`src/rtl/id_hazard_ctrl.sv`:
```
`default_nettype none
// ============================================================================
// Module      : id_hazard_ctrl
// Description : Registered decode/issue stage of the 5-stage MIPS core,
//               between IF and EX. Classifies each instruction, tracks
//               in-flight destinations in a shift-register scoreboard and
//               keeps a HI/LO busy counter; stalls IF on load-use and
//               mult/div hazards, and issues a registered bundle to EX.
// Revision    : 1.0 - initial release
// ----------------------------------------------------------------------------
// Parameters  : SB_DEPTH  scoreboard entries (0=EX, 1=MEM, 2=WB), >= 2
//               MD_LAT    HI/LO busy cycles after a mult/div issue, >= 1
// Macro       : MEM_FWD_EN  load data is forwarded from MEM, so only a match
//               with entry 0 stalls. Undefined: entries 0..SB_DEPTH-2 stall.
// Ports       : clk, rst            clock, async active-high reset
//               in_valid/in_inst/in_pc   instruction from IF
//               in_ready            accept this cycle (= !stall)
//               out_*               registered issue bundle to EX
//               stall               hazard on the current in_inst
//               md_busy             HI/LO unit busy (counter nonzero)
// ============================================================================
module id_hazard_ctrl #(
    parameter int SB_DEPTH = 3,
    parameter int MD_LAT   = 32
) (
    input  logic        clk,
    input  logic        rst,
    input  logic        in_valid,
    input  logic [31:0] in_inst,
    input  logic [31:0] in_pc,
    output logic        in_ready,
    output logic        out_valid,
    output logic [31:0] out_inst,
    output logic [31:0] out_pc,
    output logic        out_reg_write,
    output logic [4:0]  out_wdest,
    output logic        out_mem_read,
    output logic        out_md_start,
    output logic        stall,
    output logic        md_busy
);

    localparam int c_MD_W = $clog2(MD_LAT + 1);
    localparam logic [c_MD_W-1:0] c_MD_LOAD = c_MD_W'(MD_LAT);
    localparam logic [c_MD_W-1:0] c_MD_ONE  = c_MD_W'(1);
`ifdef MEM_FWD_EN
    localparam int c_LU_DEPTH = 1;
`else
    localparam int c_LU_DEPTH = SB_DEPTH - 1;
`endif

    // ------------------------------------------------------------------
    // Field extraction and instruction classes
    // ------------------------------------------------------------------
    logic [5:0] w_op;
    logic [5:0] w_fn;
    logic [4:0] w_rs;
    logic [4:0] w_rt;
    logic [4:0] w_rd;

    assign w_op = in_inst[31:26];
    assign w_rs = in_inst[25:21];
    assign w_rt = in_inst[20:16];
    assign w_rd = in_inst[15:11];
    assign w_fn = in_inst[5:0];

    logic w_is_load;
    logic w_is_store;
    logic w_is_r;
    logic w_is_link;
    logic w_is_ialu;
    logic w_is_md;
    logic w_is_hilo;
    logic w_r_nodest;

    assign w_is_load  = (w_op[5:3] == 3'b100);
    assign w_is_store = (w_op[5:3] == 3'b101);
    assign w_is_r     = (w_op == 6'b000000);
    assign w_is_ialu  = (w_op[5:3] == 3'b001);
    // jal, or REGIMM bltzal/bgezal
    assign w_is_link  = (w_op == 6'b000011) ||
                        ((w_op == 6'b000001) && ((w_rt == 5'b10000) || (w_rt == 5'b10001)));
    // mult/multu/div/divu occupy funct 0110xx
    assign w_is_md    = w_is_r && (w_fn[5:2] == 4'b0110);
    // mfhi/mthi/mflo/mtlo
    assign w_is_hilo  = w_is_r && ((w_fn == 6'b010000) || (w_fn == 6'b010001) ||
                                   (w_fn == 6'b010010) || (w_fn == 6'b010011));
    // R-type ops that produce no GPR result: mult/div, mthi/mtlo, jr
    assign w_r_nodest = w_is_md || (w_fn == 6'b010001) || (w_fn == 6'b010011) ||
                        (w_fn == 6'b001000);

    // ------------------------------------------------------------------
    // Destination and source usage
    // ------------------------------------------------------------------
    logic [4:0] w_dest;
    logic       w_reg_write;
    logic       w_use_rs;
    logic       w_use_rt;

    always_comb begin
        w_dest = 5'd0;
        if (w_is_r) begin
            if (!w_r_nodest) begin
                w_dest = w_rd;
            end
        end else if (w_is_link) begin
            w_dest = 5'd31;
        end else if (w_is_load || w_is_ialu) begin
            w_dest = w_rt;
        end
    end

    // A zero destination doubles as "no destination"
    assign w_reg_write = (w_dest != 5'd0);

    // j, jal, lui and the immediate shifts do not read rs
    assign w_use_rs = !((w_op == 6'b000010) || (w_op == 6'b000011) || (w_op == 6'b001111) ||
                        (w_is_r && ((w_fn == 6'b000000) || (w_fn == 6'b000010) ||
                                    (w_fn == 6'b000011))));
    assign w_use_rt = w_is_r || (w_op == 6'b000100) || (w_op == 6'b000101) || w_is_store ||
                      (w_op == 6'b100010) || (w_op == 6'b100110);

    // ------------------------------------------------------------------
    // Scoreboard and HI/LO counter state
    // ------------------------------------------------------------------
    logic [SB_DEPTH-1:0] r_sb_valid;
    logic [SB_DEPTH-1:0] r_sb_load;
    logic [SB_DEPTH-1:0] r_sb_wr;
    logic [4:0]          r_sb_dest [SB_DEPTH];
    logic [c_MD_W-1:0]   r_md_cnt;

    // ------------------------------------------------------------------
    // Hazard detection
    // ------------------------------------------------------------------
    logic w_lu_hazard;
    logic w_md_hazard;
    logic w_accept;

    // Only loads stall; ALU results are forwarded. Entries at or beyond
    // c_LU_DEPTH already have their load data available by forwarding.
    always_comb begin
        w_lu_hazard = 1'b0;
        for (int i = 0; i < SB_DEPTH; i++) begin
            if ((i < c_LU_DEPTH) && r_sb_valid[i] && r_sb_load[i] && r_sb_wr[i]) begin
                if (w_use_rs && (w_rs != 5'd0) && (r_sb_dest[i] == w_rs)) begin
                    w_lu_hazard = 1'b1;
                end
                if (w_use_rt && (w_rt != 5'd0) && (r_sb_dest[i] == w_rt)) begin
                    w_lu_hazard = 1'b1;
                end
            end
        end
    end

    assign md_busy     = (r_md_cnt != '0);
    assign w_md_hazard = (w_is_md || w_is_hilo) && md_busy;
    assign stall       = in_valid && (w_lu_hazard || w_md_hazard);
    assign in_ready    = !stall;
    assign w_accept    = in_valid && !stall;

    // ------------------------------------------------------------------
    // Scoreboard shift: a bubble enters entry 0 whenever nothing issues
    // ------------------------------------------------------------------
    always_ff @(posedge clk or posedge rst) begin
        if (rst) begin
            r_sb_valid <= '0;
            r_sb_load  <= '0;
            r_sb_wr    <= '0;
            for (int i = 0; i < SB_DEPTH; i++) begin
                r_sb_dest[i] <= 5'd0;
            end
        end else begin
            r_sb_valid <= {r_sb_valid[SB_DEPTH-2:0], w_accept};
            r_sb_load  <= {r_sb_load[SB_DEPTH-2:0],  w_accept && w_is_load};
            r_sb_wr    <= {r_sb_wr[SB_DEPTH-2:0],    w_accept && w_reg_write};
            for (int i = SB_DEPTH - 1; i > 0; i--) begin
                r_sb_dest[i] <= r_sb_dest[i-1];
            end
            r_sb_dest[0] <= w_accept ? w_dest : 5'd0;
        end
    end

    // ------------------------------------------------------------------
    // HI/LO busy counter. A mult/div can only be accepted with the
    // counter at zero, so load and decrement never coincide.
    // ------------------------------------------------------------------
    always_ff @(posedge clk or posedge rst) begin
        if (rst) begin
            r_md_cnt <= '0;
        end else if (w_accept && w_is_md) begin
            r_md_cnt <= c_MD_LOAD;
        end else if (r_md_cnt != '0) begin
            r_md_cnt <= r_md_cnt - c_MD_ONE;
        end
    end

    // ------------------------------------------------------------------
    // Issue bundle register. Control flags are cleared on bubbles so EX
    // never acts on stale qualifiers; inst/pc/wdest simply hold.
    // ------------------------------------------------------------------
    always_ff @(posedge clk or posedge rst) begin
        if (rst) begin
            out_valid     <= 1'b0;
            out_inst      <= 32'd0;
            out_pc        <= 32'd0;
            out_reg_write <= 1'b0;
            out_wdest     <= 5'd0;
            out_mem_read  <= 1'b0;
            out_md_start  <= 1'b0;
        end else begin
            out_valid <= w_accept;
            if (w_accept) begin
                out_inst      <= in_inst;
                out_pc        <= in_pc;
                out_reg_write <= w_reg_write;
                out_wdest     <= w_dest;
                out_mem_read  <= w_is_load;
                out_md_start  <= w_is_md;
            end else begin
                out_reg_write <= 1'b0;
                out_mem_read  <= 1'b0;
                out_md_start  <= 1'b0;
            end
        end
    end

endmodule
`default_nettype wire

```
`config.mk`:
```
export PLATFORM = sky130hd
export DESIGN_NAME = id_hazard_ctrl
export DESIGN_NICKNAME = d
export VERILOG_FILES = /design/src/rtl/id_hazard_ctrl.sv
export SDC_FILE = /design/constraint.sdc
export NUM_CORES = 1
export LEC_CHECK = 0
export CORE_AREA = 2 2 101 74
export CTS_CLUSTER_SIZE = 10
export DETAILED_ROUTE_END_ITERATION = 7
export DIE_AREA = 0 0 103 76
export DONT_BUFFER_PORTS = 1
export HOLD_SLACK_MARGIN = 0.03
export PLACE_DENSITY = 0.78
export SLEW_MARGIN = 20
export SYNTH_ARGS = -nofsm -noshare
export SYNTH_HDL_FRONTEND = slang
export SYNTH_SLANG_ARGS = --single-unit
```
`constraint.sdc`:
```
create_clock -name clk -period 7.3 [get_ports clk]
set_input_delay 0.73 -clock clk [delete_from_list [all_inputs] [get_ports clk]]
set_output_delay 0.73 -clock clk [all_outputs]
set_load 0.01 [all_outputs]
```
==> results by group, run 1 <==
Setup path
  – Worst reg2reg path depth: 8
  – WP data arrival: 3370 ps
  – Max incr delay on CP: 530 ps
  – Reg2reg start: r_md_cnt[0]
  – Reg2reg setup slack: between 4000 and 5000 ps
  – Kind of critical path: flop to flop
  – Critical path's slowest cell: inv_8
  – Crit. End Element: flop
  – Startpoint Class: flop
  – RR Endpoint: out_pc[21]
  – Worst Path Max Fanout: 72
  – Req. time, crit path: between 7000 and 8000 ps
  – CP Cell Sequence: inv_1 -> ha_1 -> nand3_1 -> and4_1 -> o21bai_2 -> a211o_1 -> inv_8 -> mux2_2

Die
  – Core area: between 0.006 and 0.007 mm^2
  – Io pins: approximately 140
  – Die Y: 76 um
  – Die W: 103 um
  – Starting Density: 0.6121
  – Cell row count: 26
  – Die Footprint: approximately 0.008 mm^2

Synth
  – Complex-gate fraction of the synthesized area: 0.04844
  – Ys async rst share: 1.000
  – Largest family of logic cells by synthesized area: multiplexers
  – Cell type with the largest total area after synthesis: dfrtp_1
  – Most used flip-flop cell after synthesis: dfrtp_1
  – Synthesized area per cell: approximately 14 um^2
  – Sequential area share after synthesis: 0.5402
  – Share of Yosys cell area claimed by the top area cell type: 0.5402
  – Post-synth top cells: dfrtp_1, mux2_4, nor2_1
  – Top post-synthesis cells by area: dfrtp_1, mux2_4, xor2_1, buf_12, xnor2_1
  – Synth warn: 0
  – Multiplexer share of the synthesized area: 0.2372
  – Number of flops mapped to enable cells by yosys: 0
  – Post-Synth Simple-Gate Area: 0.07722
  – Synth Cell Area: 0.004262 mm^2
  – Fraction of the mapped netlist area in adder cells: 0.002936
  – Post-Synth XOR/XNOR Area: 0.04521
  – Distinct cells, synth: between 40 and 50
  – Synth Register Bits: 92
  – Cells after synthesis: 300
  – Top-count cell post-synth: dfrtp_1
  – Syn_nets: 368

Finish
  – Syn-to-layout area delta: 3.905%
  – Fraction of layout cells with a size suffix above 1: 0.2810
  – Final Non-Filler Cells: 404
  – N_diodes: 0
  – Final #Nets: 369
  – Fillers: 522

Routing
  – Routed Antenna Nets: 0
  – Drt pass-1 iters: 4
  – Top sig layer: met4
  – Routed Wire Length: 8063 um
  – Met2 Routed Length: 3625 um
  – WL/cell: 19.96 um
  – Met1 WL: between 3000 and 4000 um
  – WL met3: 865 um
  – DRC errors left: 0
  – DR vias/cell: 5.713
  – Iter 0 DRT Violations: ~150
  – Via count: 2308

Global routing
  – Largest net degree at the start of global routing: 93
  – Vias in the first global route: 2444
  – GRT Util Overall: 0.2154
  – First-pass GRT wire length: 12920 um
  – Initial antenna violation count: 0
  – Total gr overflow: 0

CTS
  – Post-CTS Resized: 0
  – Clk sinks: 92
  – Hold_buf cts: 0
  – Worst skew pair latency: 350 ps
  – CTS tree: yes
  – Clk root buf: clkbuf_8
  – CTS H-tree lvls: 3
  – Bufs on Longest Clock Path: 2
  – Post-CTS Setup Bufs: 0
  – CTS Buf Count: 9
  – CTS clk-pin slew, worst paths: 90 ps

Power
  – Worst vdd ir: 0.0001231 V
  – Lkg Pwr: around 2.1 nW
  – Pwr dens: 256.4 mW/mm^2

Placement
  – Port Buf Inserts: 0
  – Placed Cells: 388
  – Routability-driven placement congestion ratio: between 0.8 and 0.9
  – Hpwl dp: 5801 um

STA
  – Least-Margin Pin Slew: 794.6 ps
  – Slew Limit Fails: 0
  – Final setup fails: 0
  – Final period utilization: 0.4294
  – Hold Slack: 438.9 ps
  – Setup TNS: 0 ps
  – Fin crit period: 3134 ps
  – Unrepaired setup endpoints after global routing: no
  – Clock skew: ~8.4 ps
  – Rel. slew slack: 0.4702
  – Fin. Hold Viols: 0
  – Max frequency: 319.1 MHz

Outcome
  – Outcome: completed

Flow run
  – Max-Cap Viols: 0

Hold path
  – Hold Crit Class: primary input to async pin
==> cell usage in the layout, fill, tap and decap left out, drive strengths merged, types with 6 or more instances in the layout <==
cell type / synthesis / routed
nand2: 14 / 14
clkbuf: 1 / 11
mux2: 65 / 65
xor2: 14 / 14
a21oi: 9 / 9
nand3: 8 / 8
inv: 10 / 9
o21ai: 6 / 6
nor2: 18 / 18
xnor2: 8 / 8
dfrtp: 92 / 92
==> layout make-up <==
cell class	instances	area (um^2)	area share
clock buffers	11	131.4	0.02967
clock inverters	5	62.56	0.01413
inverters	10	46.29	0.01045
multi-input cells	187	1752	0.3956
flip-flops and latches	92	2302	0.5199
well taps	98	122.6	0.02769
repair buffers	1	11.26	0.002543
==> registers in the layout, summed over array words and instances, names as in the netlist <==
signal / count
r_sb_load: 2
out_wdest: 5
r_sb_valid: 2
out_md_start: 1
out_inst: 32
r_sb_dest: 10
r_md_cnt: 6
out_pc: 32
r_sb_wr: 2
==> per-layer routing <==
| layer | vias up | global-route usage |
|---|---|---|
| met5 | - | 0 |
| met4 | 0 | 0.06447 |
| met3 | 12 | 0.1037 |
| met2 | 109 | 0.3175 |
| met1 | 1136 | 0.2839 |
| li1 | 1051 | - |
==> critical path: cells and delay by family, from the launching register on <==
family / cells / cell delay [ps]
DFF: 1 / 410
adders and majority gates: 1 / 240
AOI/OAI and AO/OA: 2 / 630
and+or+nand+nor: 2 / 650
muxes: 1 / 410
buffers and inverters: 2 / 610
==> where the power goes <==
group / internal, mW / switching, mW
Clock: 0.160 / 0.173
Combinational: 0.0933 / 0.0731
Sequential: 0.569 / 0.0673
==> through the flow <==
stage	setup WS [ps]	total power [mW]	util	area, um^2
after floorplan	4178	0.7865	-	4262
after global placement	4077	0.8029	0.6077	4230
after detailed placement	3983	0.8130	0.6077	4230
after CTS	4163	1.144	0.6355	4424
after global routing	3962	1.198	0.6361	4428
final	4166	1.135	0.6361	4428
==> worst max path at each step <==
stage | start | to | cells past startpoint
global placement | in_inst[27] | out_pc[22] | 6
floorplan | rst | out_inst[0] | 1
global route | r_md_cnt[0] | out_pc[21] | 8
CTS | r_md_cnt[0] | out_pc[21] | 8
detailed placement | in_inst[27] | out_pc[21] | 6
finish | r_md_cnt[0] | out_pc[21] | 8
==> logic make-up after synthesis <==
group	Yosys count
buffers and inverters	21
adders and majority gates	1
DFF	92
muxes	70
and+or+nand+nor	63
xor gates and xnor gates	22
AOI/OAI and AO/OA	31
No activity file was read; power rests on OpenSTA's default activity.
==> run 2: changes to the inputs <==
Settings changed: CORE_AREA 2 2 101 74 to 2 2 102 74, DIE_AREA 0 0 103 76 to 0 0 104 76.
Clock period 7.3 ns to 3.22 ns, I/O delays scaled along.
==> run 2 against run 1 <==
Against the previous run:
- total power grew 130%
- clock power is 150% higher
- register-to-register slack worse by 3800 ps
- largest cell class unchanged
- largest power group unchanged
==> results by group, run 2 (same netlist as run 1, synthesis figures left out) <==
CTS
  – CTS Buf Count: 9 (unchanged)
  – Worst skew pair latency: 350 ps (about the same)
  – Clk root buf: clkbuf_8 (unchanged)
  – Bufs on Longest Clock Path: 2 (unchanged)
  – Post-CTS Resized: 0 (unchanged)
  – CTS clk-pin slew, worst paths: 80 ps (was 90 ps)
  – Clk sinks: 92 (unchanged)
  – CTS tree: yes (unchanged)
  – CTS H-tree lvls: 3 (unchanged)

Hold path
  – Hold Crit Class: primary input to flop (was primary input to async pin)
  – Hold Startpoint: in_inst[30]
  – WHS Path Cells: 1
  – Hold endpoint: r_sb_load[0]

Setup path
  – WP data arrival: 3050 ps (was 3370 ps)
  – Critical path's slowest cell: a211o_1 (was inv_8)
  – Req. time, crit path: 3460 ps (was 7530 ps)
  – Crit. End Element: flop (unchanged)
  – Startpoint Class: flop (unchanged)
  – Reg2reg start: r_md_cnt[0] (unchanged)
  – Reg2reg setup slack: 410 ps (was 4170 ps)
  – CP Launch Point: r_md_cnt[0] (unchanged)
  – Worst Path Max Fanout: 39 (was 72)
  – CP Cell Sequence: inv_1 -> ha_1 -> nand3_1 -> and4_1 -> o21bai_2 -> a211o_1 -> inv_8 -> buf_4 -> mux2_4 (was inv_1 -> ha_1 -> nand3_1 -> and4_1 -> o21bai_2 -> a211o_1 -> inv_8 -> mux2_2)
  – Worst reg2reg path depth: 9 (was 8)
  – RR Endpoint: out_pc[8] (was out_pc[21])
  – Kind of critical path: flop to flop (unchanged)
  – Max incr delay on CP: 450 ps (was 530 ps)

Finish
  – Fillers: 542 (was 522)
  – Largest regs: out_inst x32, out_pc x32, r_sb_dest x10 (unchanged)
  – Commonest non-fill, non-tap cell in the layout: dfrtp_1 (unchanged)
  – Most frequent cells in the layout: dfrtp_1, mux2_4, nor2_1 (unchanged)
  – N_diodes: 0 (unchanged)
  – Final Non-Filler Cells: 408 (was 404)
  – Final #Nets: 375 (was 369)
  – Syn-to-layout area delta: 5.960% (was 3.905%)
  – Fraction of layout cells with a size suffix above 1: 0.2935 (was 0.2810)

STA
  – Rel. slew slack: 0.4726 (was 0.4702)
  – Unrepaired setup endpoints after global routing: no (unchanged)
  – Least-Margin Pin Slew: 790.2 ps (was 794.6 ps)
  – Fin. Hold Viols: 0 (unchanged)
  – Slew Limit Fails: 0 (unchanged)
  – Final period utilization: 0.8723 (was 0.4294)
  – Final setup fails: 0 (unchanged)
  – Fin crit period: 2809 ps (was 3134 ps)
  – Max frequency: 356.0 MHz (was 319.1 MHz)
  – Setup TNS: 0 ps (unchanged)
  – Clock skew: 12.43 ps (was 8.360 ps)
  – Setup ws final: 411.3 ps (was 4166 ps)

Placement
  – Routability-driven placement congestion ratio: 0.8230 (was 0.8598)
  – Port Buf Inserts: 0 (unchanged)
  – Hpwl dp: 6072 um (was 5801 um)
  – Placed Cells: 393 (was 388)
  – Place WS: 438.0 ps (was 3983 ps)

Routing
  – WL/cell: 20.26 um (was 19.96 um)
  – DR vias/cell: 5.667 (was 5.713)
  – Routed Antenna Nets: 0 (unchanged)
  – Iter 0 DRT Violations: 101 (was 149)
  – Via count: 2312 (was 2308)
  – Drt pass-1 iters: 4 (unchanged)
  – Routed Wire Length: 8265 um (was 8063 um)
  – DRC errors left: 0 (unchanged)

Power
  – Sw Ratio: 0.2604 (was 0.2757)
  – Clk pwr share: 0.312 (was 0.293)
  – Worst vdd ir: 0.0003443 V (was 0.0001231 V)
  – Psw: 690.4 uW (was 312.9 uW)
  – Pwr dens: 587.1 mW/mm^2 (was 256.4 mW/mm^2)
  – Combinational power share: 0.145 (was 0.147)
  – Power Total: 2.651 mW (was 1.135 mW)
  – Sequential share of power: 0.543 (was 0.561)
  – Lkg Pwr: 2.128 nW (was 2.081 nW)
  – Cell Int Power: 1.961 mW (was 822.3 uW)

Global routing
  – Largest net degree at the start of global routing: 48 (was 93)
  – First-pass GRT wire length: 13170 um (was 12920 um)
  – Total gr overflow: 0 (unchanged)
  – GRT Util Overall: 0.2172 (was 0.2154)
  – Vias in the first global route: 2445 (was 2444)
  – Initial antenna violation count: 0 (unchanged)

Die
  – Core area: 0.007027 mm^2 (was 0.006962 mm^2)
  – Die Y: 76 um (unchanged)
  – Die Footprint: 0.007904 mm^2 (was 0.007828 mm^2)
  – Cell row count: 26 (unchanged)
  – Io pins: 143 (unchanged)
  – Starting Density: 0.6065 (was 0.6121)
  – Die W: 104 um (was 103 um)

Outcome
  – Outcome: completed (unchanged)

Flow run
  – Max-Cap Viols: 0 (unchanged)
run 2: layer usage:
metal / GRT usage / up-vias / share of wire
li1: - / 1054 / -
met1: 0.2680 / 1149 / 0.41
met2: 0.3336 / 98 / 0.47
met3: 0.1146 / 11 / 0.10
met4: 0.06622 / 0 / 0.014
met5: 0 / - / 0
run 2: cell type report:
class,instances,area [um^2],share of cell area
sequential,92,2302,0.5098
multi-input combinational,187,1752,0.3879
clock buffer,10,137.6,0.03048
tap,98,122.6,0.02715
timing repair buffer,7,80.08,0.01773
clock inverter,4,75.07,0.01663
inverter,10,46.29,0.01025
run 2: timing repair:
item                      CTS  global route
hold buffers                1             0
buffers inserted            0             0
hold endpoints to repair   46             0
run 2: how the worst max path moves through the flow:
stage	to	slack [ps]
6_report	out_pc[8]	410
5_1_grt	out_pc[7]	260
4_1_cts	out_pc[8]	430
3_5_place_dp	out_pc[8]	440
3_3_place_gp	out_pc[8]	510
2_1_floorplan	out_inst[0]	510
run 2: power by group through the flow:
stage	clock, mW	combinational, mW	sequential (mW)
after global routing	0.905	0.436	1.46
after global placement	0	0.373	1.46
after detailed placement	0	0.390	1.46
after CTS	0.849	0.390	1.44
after floorplan	0	0.352	1.43
final	0.826	0.384	1.44
run 2: critical path, delay by kind of cell (launching register included):
kind	cells	cell delay, ps
adders and majority gates	1	230
buffers and inverters	3	710
AOI/OAI and AO/OA	2	640
and+or+nand+nor	2	360
muxes	1	310
DFF	1	410
run 2: metrics by stage:
step,cell area [um^2],util,hold WS (ps)
final,4516,0.6426,61.62
after global routing,4516,0.6426,30.26
after CTS,4516,0.6426,40.02
after detailed placement,4293,0.6109,375.0
after global placement,4293,0.6109,376.0
after floorplan,4262,-,408.4
==> run 3: changes to the inputs <==
==> constraint.sdc (replaced) <==
create_clock -name clk -period 3.22 [get_ports clk]
set_input_delay 0.644 -clock clk [delete_from_list [all_inputs] [get_ports clk]]
set_output_delay 0.644 -clock clk [all_outputs]
set_load 0.01 [all_outputs]
==> run 3 against run 2 <==
Against the previous run:
- sequential power hardly changed
- via count up 3.4%
- routed wire length up 3.7%
- critical path type unchanged
- global-route usage increased by 1.2 points
==> results by group, run 3 (same netlist as run 1, synthesis figures left out) <==
Outcome
  – Outcome: completed (unchanged)

Routing
  – Routed Antenna Nets: 0 (unchanged)
  – Iter 0 DRT Violations: 185 (was 101)
  – Routed Wire Length: 8574 um (was 8265 um)
  – DRC errors left: 0 (unchanged)
  – Drt pass-1 iters: 4 (unchanged)
  – Via count: 2391 (was 2312)
  – WL/cell: 20.81 um (was 20.26 um)
  – DR vias/cell: 5.803 (was 5.667)

Die
  – Cell row count: 26 (unchanged)
  – Io pins: 143 (unchanged)
  – Die W: 104 um (unchanged)
  – Starting Density: 0.6065 (unchanged)
  – Die Y: 76 um (unchanged)
  – Die Footprint: 0.007904 mm^2 (unchanged)
  – Core area: 0.007027 mm^2 (unchanged)

Global routing
  – Routing usage on met2: 0.3717 (was 0.3336)
  – GRT Util Overall: 0.2296 (was 0.2172)
  – Vias in the first global route: 2545 (was 2445)
  – Met3 global-route usage: 0.09666 (was 0.1146)
  – First-pass GRT wire length: 13960 um (was 13170 um)
  – Met1 usage: 0.2841 (was 0.2680)
  – Largest net degree at the start of global routing: 48 (unchanged)
  – Total gr overflow: 0 (unchanged)
  – Initial antenna violation count: 0 (unchanged)
  – Grt peak-use layer: met2 (unchanged)

Finish
  – Fin util: 0.6428 (was 0.6426)
  – Final #Nets: 377 (was 375)
  – Largest regs: out_inst x32, out_pc x32, r_sb_dest x10 (unchanged)
  – Fillers: 568 (was 542)
  – Register area: 0.002302 mm^2 (unchanged)
  – N_diodes: 0 (unchanged)
  – Fraction of layout cells with a size suffix above 1: 0.3025 (was 0.2935)
  – Syn-to-layout area delta: 5.989% (was 5.960%)
  – Multi-input logic area: 0.001752 mm^2 (unchanged)
  – Commonest non-fill, non-tap cell in the layout: dfrtp_1 (unchanged)
  – Most frequent cells in the layout: dfrtp_1, mux2_4, nor2_1 (unchanged)

Setup path
  – Max incr delay on CP: 410 ps (was 450 ps)
  – Startpoint Class: flop (unchanged)
  – CP Cell Sequence: inv_1 -> ha_1 -> nand3_1 -> and4_1 -> o21bai_2 -> a211o_1 -> inv_8 -> buf_4 -> mux2_4 (unchanged)
  – WP data arrival: 2870 ps (was 3050 ps)
  – Worst Path Max Fanout: 38 (was 39)
  – Worst reg2reg path depth: 9 (unchanged)
  – Critical path's slowest cell: dfrtp_1 (was a211o_1)
  – Kind of critical path: flop to flop (unchanged)
  – Crit. End Element: flop (unchanged)
  – Req. time, crit path: 3460 ps (about the same)
  – Reg2reg setup slack: 600 ps (was 410 ps)

STA
  – Final setup fails: 0 (unchanged)
  – Fin. Hold Viols: 0 (unchanged)
  – Final period utilization: 0.8149 (was 0.8723)
  – Hold Slack: 281.6 ps (was 61.62 ps)
  – Setup TNS: 0 ps (unchanged)
  – Fin crit period: 2624 ps (was 2809 ps)
  – Max frequency: 381.1 MHz (was 356.0 MHz)
  – Unrepaired setup endpoints after global routing: no (unchanged)
  – Rel. slew slack: 0.4835 (was 0.4726)
  – Least-Margin Pin Slew: 773.9 ps (was 790.2 ps)
  – Slew Limit Fails: 0 (unchanged)
  – Clock skew: 8.494 ps (was 12.43 ps)

Placement
  – Routability-driven placement congestion ratio: 0.8367 (was 0.8230)
  – Hpwl dp: 6291 um (was 6072 um)
  – Port Buf Inserts: 0 (unchanged)

Power
  – Lkg Pwr: 2.138 nW (was 2.128 nW)
  – Power Total: 2.611 mW (was 2.651 mW)
  – Pwr dens: 578.0 mW/mm^2 (was 587.1 mW/mm^2)
  – Worst vdd ir: 0.0003250 V (was 0.0003443 V)

CTS
  – CTS Buf Count: 9 (unchanged)
  – Worst skew pair latency: 350 ps (about the same)
  – Bufs on Longest Clock Path: 2 (unchanged)
  – Clk sinks: 92 (unchanged)
  – Post-CTS Setup Bufs: 0 (unchanged)
  – CTS clk-pin slew, worst paths: 90 ps (was 80 ps)
  – CTS tree: yes (unchanged)
  – CTS H-tree lvls: 3 (unchanged)
  – Post-CTS Resized: 0 (unchanged)
  – Clk root buf: clkbuf_8 (unchanged)
  – Hold_buf cts: 0 (was 1)

Flow run
  – Max-Cap Viols: 0 (unchanged)

Hold path
  – Hold Crit Class: primary input to async pin (was primary input to flop)
## run 3: cell types whose count changed in the layout (fill, tap and decap cells not counted)
cell / delta
buf_4: +3
bufinv_16: -1
clkbuf_1: +1
clkinv_2: +1
clkinv_4: +1
clkinvlp_4: -1
dlygate4sd3_1: -1
inv_6: +1
## run 3: worst paths after layout
kind | from | to
worst min register to register | r_sb_dest[14] | r_sb_dest[9]
min in group clk | in_inst[30] | r_sb_load[0]
worst min-delay path | rst | out_inst[29]
worst max register to register | r_md_cnt[0] | out_pc[8]
max in group asynchronous | rst | out_inst[22]
worst max-delay path | r_md_cnt[0] | out_pc[8]
## run 3: per-stage QoR
step                      worst slack, ps  std cells  area, um^2
after floorplan                     184.0        300        4262
after global placement              345.4        396        4315
after detailed placement            299.8        396        4315
after CTS                           588.3        412        4517
after global routing                452.2        412        4517
final                               596.1        412        4517
## run 3: power breakdown
part | leakage, nW | switching [mW] | internal [mW]
clock network | 0.0999 | 0.390 | 0.383
logic | 0.923 | 0.171 | 0.221
registers | 1.11 | 0.155 | 1.29
## run 3: final cells by class
type,count,share of cell area
flip-flops and latches,92,0.5097
multi-input cells,187,0.3878
clock buffers,11,0.03130
well taps,98,0.02715
repair buffers,9,0.02050
clock inverters,5,0.01330
inverters,10,0.01025
## run 3: metal layers
layer  vias to the layer above  share of wire
met5                         -              0
met4                         0          0.014
met3                         9          0.091
met2                       108           0.48
met1                      1212           0.41
li1                       1062              -
## run 3: critical path: cells and delay by family, from the launching register on
| kind | cells | cell delay, ps |
|---|---|---|
| mux | 1 | 320 |
| compound gates | 2 | 530 |
| flops | 1 | 410 |
| simple gates | 2 | 350 |
| buf+inv | 3 | 640 |
| fa+ha+maj | 1 | 240 |
==> patch (config.mk and constraints of run 2) <==
Change the parameter `MD_LAT` from 32 to 128.
--- a/src/rtl/id_hazard_ctrl.sv
+++ b/src/rtl/id_hazard_ctrl.sv
@@ -22,5 +22,5 @@
 module id_hazard_ctrl #(
     parameter int SB_DEPTH = 3,
-    parameter int MD_LAT   = 32
+    parameter int MD_LAT   = 128
 ) (
     input  logic        clk,
Behaviour: no difference found for any inputs over 10 cycles, from zero or initial values and one cycle with rst high; that may be too few to reach the edited logic, so the function may still have changed.
==> patch against run 2 <==
- cell area is 3.5% lower
- critical endpoint is now r_sb_load[0]
- count of clock-buffer cells in the layout stayed put
- power hardly changed
- routed wire length is 4.7% lower
- area after synthesis is 5.6% lower
- synthesized cell count is 1.3% lower
- cell count is 0.49% lower
- clock power is 2% higher
- sequential cell count is 2 higher
- largest power group unchanged
- worst setup slack worse by 0.13 ns
- sequential share of layout area is 3.0 points higher
- global-route usage is 0.96 points lower
==> patch: results (changes against run 2) <==
Synth area leader: dfrtp_1
Worst Hold Path EP: out_inst[31]
Post-Route WL: 7880 µm (-4.7%)
Filler Cells Inserted: 574 (+5.9%)
most common flop cell mapped by yosys: dfrtp_1
post-CTS setup buffers: 0 (unchanged)
initial DRC count: 97 (-4.0%)
Net Count, Synth: 364 (-1.1%)
largest net degree at the start of global routing: 73 (+52%)
Pre-Repair DR Iteration Count: 4 (unchanged)
post-DP HPWL: 5790 µm (-4.6%)
cts bufs inserted: 9 (unchanged)
clock skew: 0.00843 ns (-0.00400 ns)
r2r setup slk: 0.28 ns (-0.13 ns)
PortBufs: 0 (unchanged)
YS warnings: 0 (unchanged)
slowest cell delay on critical path: 0.57 ns (+0.12 ns)
hold path start: in_inst[31]
clock tree buffer depth: 2 (unchanged)
RePlAce Congestion: 0.763 (-7.2%)
CP arrival: 3.22 ns (+0.17 ns)
initial antenna violation count: 0 (unchanged)
Hold Path Depth: 1 (unchanged)
Total GRT Usage: 20.8% (-0.96 points)
Tightest Pin Transition: 0.588 ns (-0.203 ns)
clock-pin slew on the worst setup and hold paths: 0.09 ns
Reg2Reg Depth: 10 (+1)
first-pass GRT wire length: 12900 µm (-2.1%)
share of cells above drive strength 1: 9.09% (-20 points)
post-synthesis sequential area ratio: 58.5% (+4.5 points)
H-tree Lvls: 3 (unchanged)
HP Class: primary input to flip-flop
number of inserted diodes: 0 (unchanged)
Clock Latency Late Sink: 0.34 ns
status: complete, no violations
slowest stage cell, crit path: dlygate4sd3_1
largest cells by area after synthesis: dfrtp_1 58%, mux2_1 19%, xnor2_1 3.0%
Hold Fails Final Rpt: 0 (unchanged)
reg2reg end: r_sb_load[0]
Worst VDD drop: 0.000360 V (+4.5%)
most common library cells after synthesis: 94 x dfrtp_1, 69 x mux2_1, 18 x a21oi_1
Worst Path Max Fanout: 9 (-77%)
Largest regs: out_inst (32), out_pc (32), r_sb_dest (10)
Lkg Pwr: 1.90 nW (-11%)
ys async rst share: 100% (unchanged)
Root Driver: clkbuf_8
vias in the first global route: 2594 (+6.1%)
Yosys cell types: 41 (-4.7%)
# nets final: 371 (-1.1%)
Worst R2R Start: r_md_cnt[0]
via count: 2343 (+1.3%)
-- patch: changes by cell type after synthesis, sizes merged, moves of 6 or more --
cell / run 2 / this run
a21oi: 9 / 18
nor2: 18 / 9
nand2: 14 / 6
nor3: 3 / 11
xnor2: 8 / 14
-- patch: area by class of cell --
class	count	area [µm²]	area share (%)
sequential	94	2350	54.0
multi-input combinational	184	1560	35.7
clock buffer	10	138	3.16
tap	98	123	2.81
clock inverter	6	85.1	1.95
timing repair buffer	8	80.1	1.84
inverter	6	23.8	0.546
-- patch: worst max-delay path: cells and delay by family (launching register included) --
family,cells,cell delay (ns)
adders and majority gates,1,0.20
buffers and inverters,4,1.08
DFF,1,0.43
and+or+nand+nor,5,1.17
-- patch: how the worst max path moves through the flow --
stage / from / endpoint
after floorplan: rst / out_inst[0]
after global placement: r_md_cnt[0] / out_inst[23]
after detailed placement: r_md_cnt[0] / out_pc[6]
after CTS: r_md_cnt[0] / r_sb_load[0]
after global routing: r_md_cnt[0] / r_sb_load[0]
final: r_md_cnt[0] / r_sb_load[0]
-- patch: cell families after synthesis --
group | count (synthesis) | share of synthesized area (%)
xor gates and xnor gates | 23 | 5.01
buffers and inverters | 18 | 3.14
and+or+nand+nor | 57 | 8.43
adders and majority gates | 1 | 0.311
AOI/OAI and AO/OA | 32 | 4.76
muxes | 71 | 19.9
DFF | 94 | 58.5
-- patch: power breakdown --
part	leakage, nW	internal, mW	switching [mW]
Sequential	1.14	1.33	0.166
Clock	0.108	0.456	0.385
Combinational	0.656	0.162	0.155
-- patch: what timing repair did --
action | CTS | global route
endpoints found under the setup margin | 0 | 2
endpoints found under the hold margin | 34 | 0
hold buffers | 3 | 0
gates resized for setup | 0 | 1
-- patch: routing by layer --
metal | GRT usage [%] | routed length, µm | vias to the layer above
met4 | 6.22 | 51 | 0
met3 | 10.2 | 820 | 4
met1 | 23.9 | 3090 | 1185
met2 | 34.5 | 3910 | 92
met5 | 0 | 0 | -
li1 | - | - | 1062
-- patch: through the flow --
step	setup WS (ns)	instances	hold WS [ns]	cell area (µm²)	utilization [%]
after floorplan	0.449	296	0.394	4020	-
after global placement	0.528	387	0.274	4100	58.4
after detailed placement	0.316	387	0.281	4100	58.4
after CTS	0.112	406	0.0859	4350	61.9
after global routing	0.101	406	0.0779	4360	62.0
final	0.276	406	0.104	4360	62.0
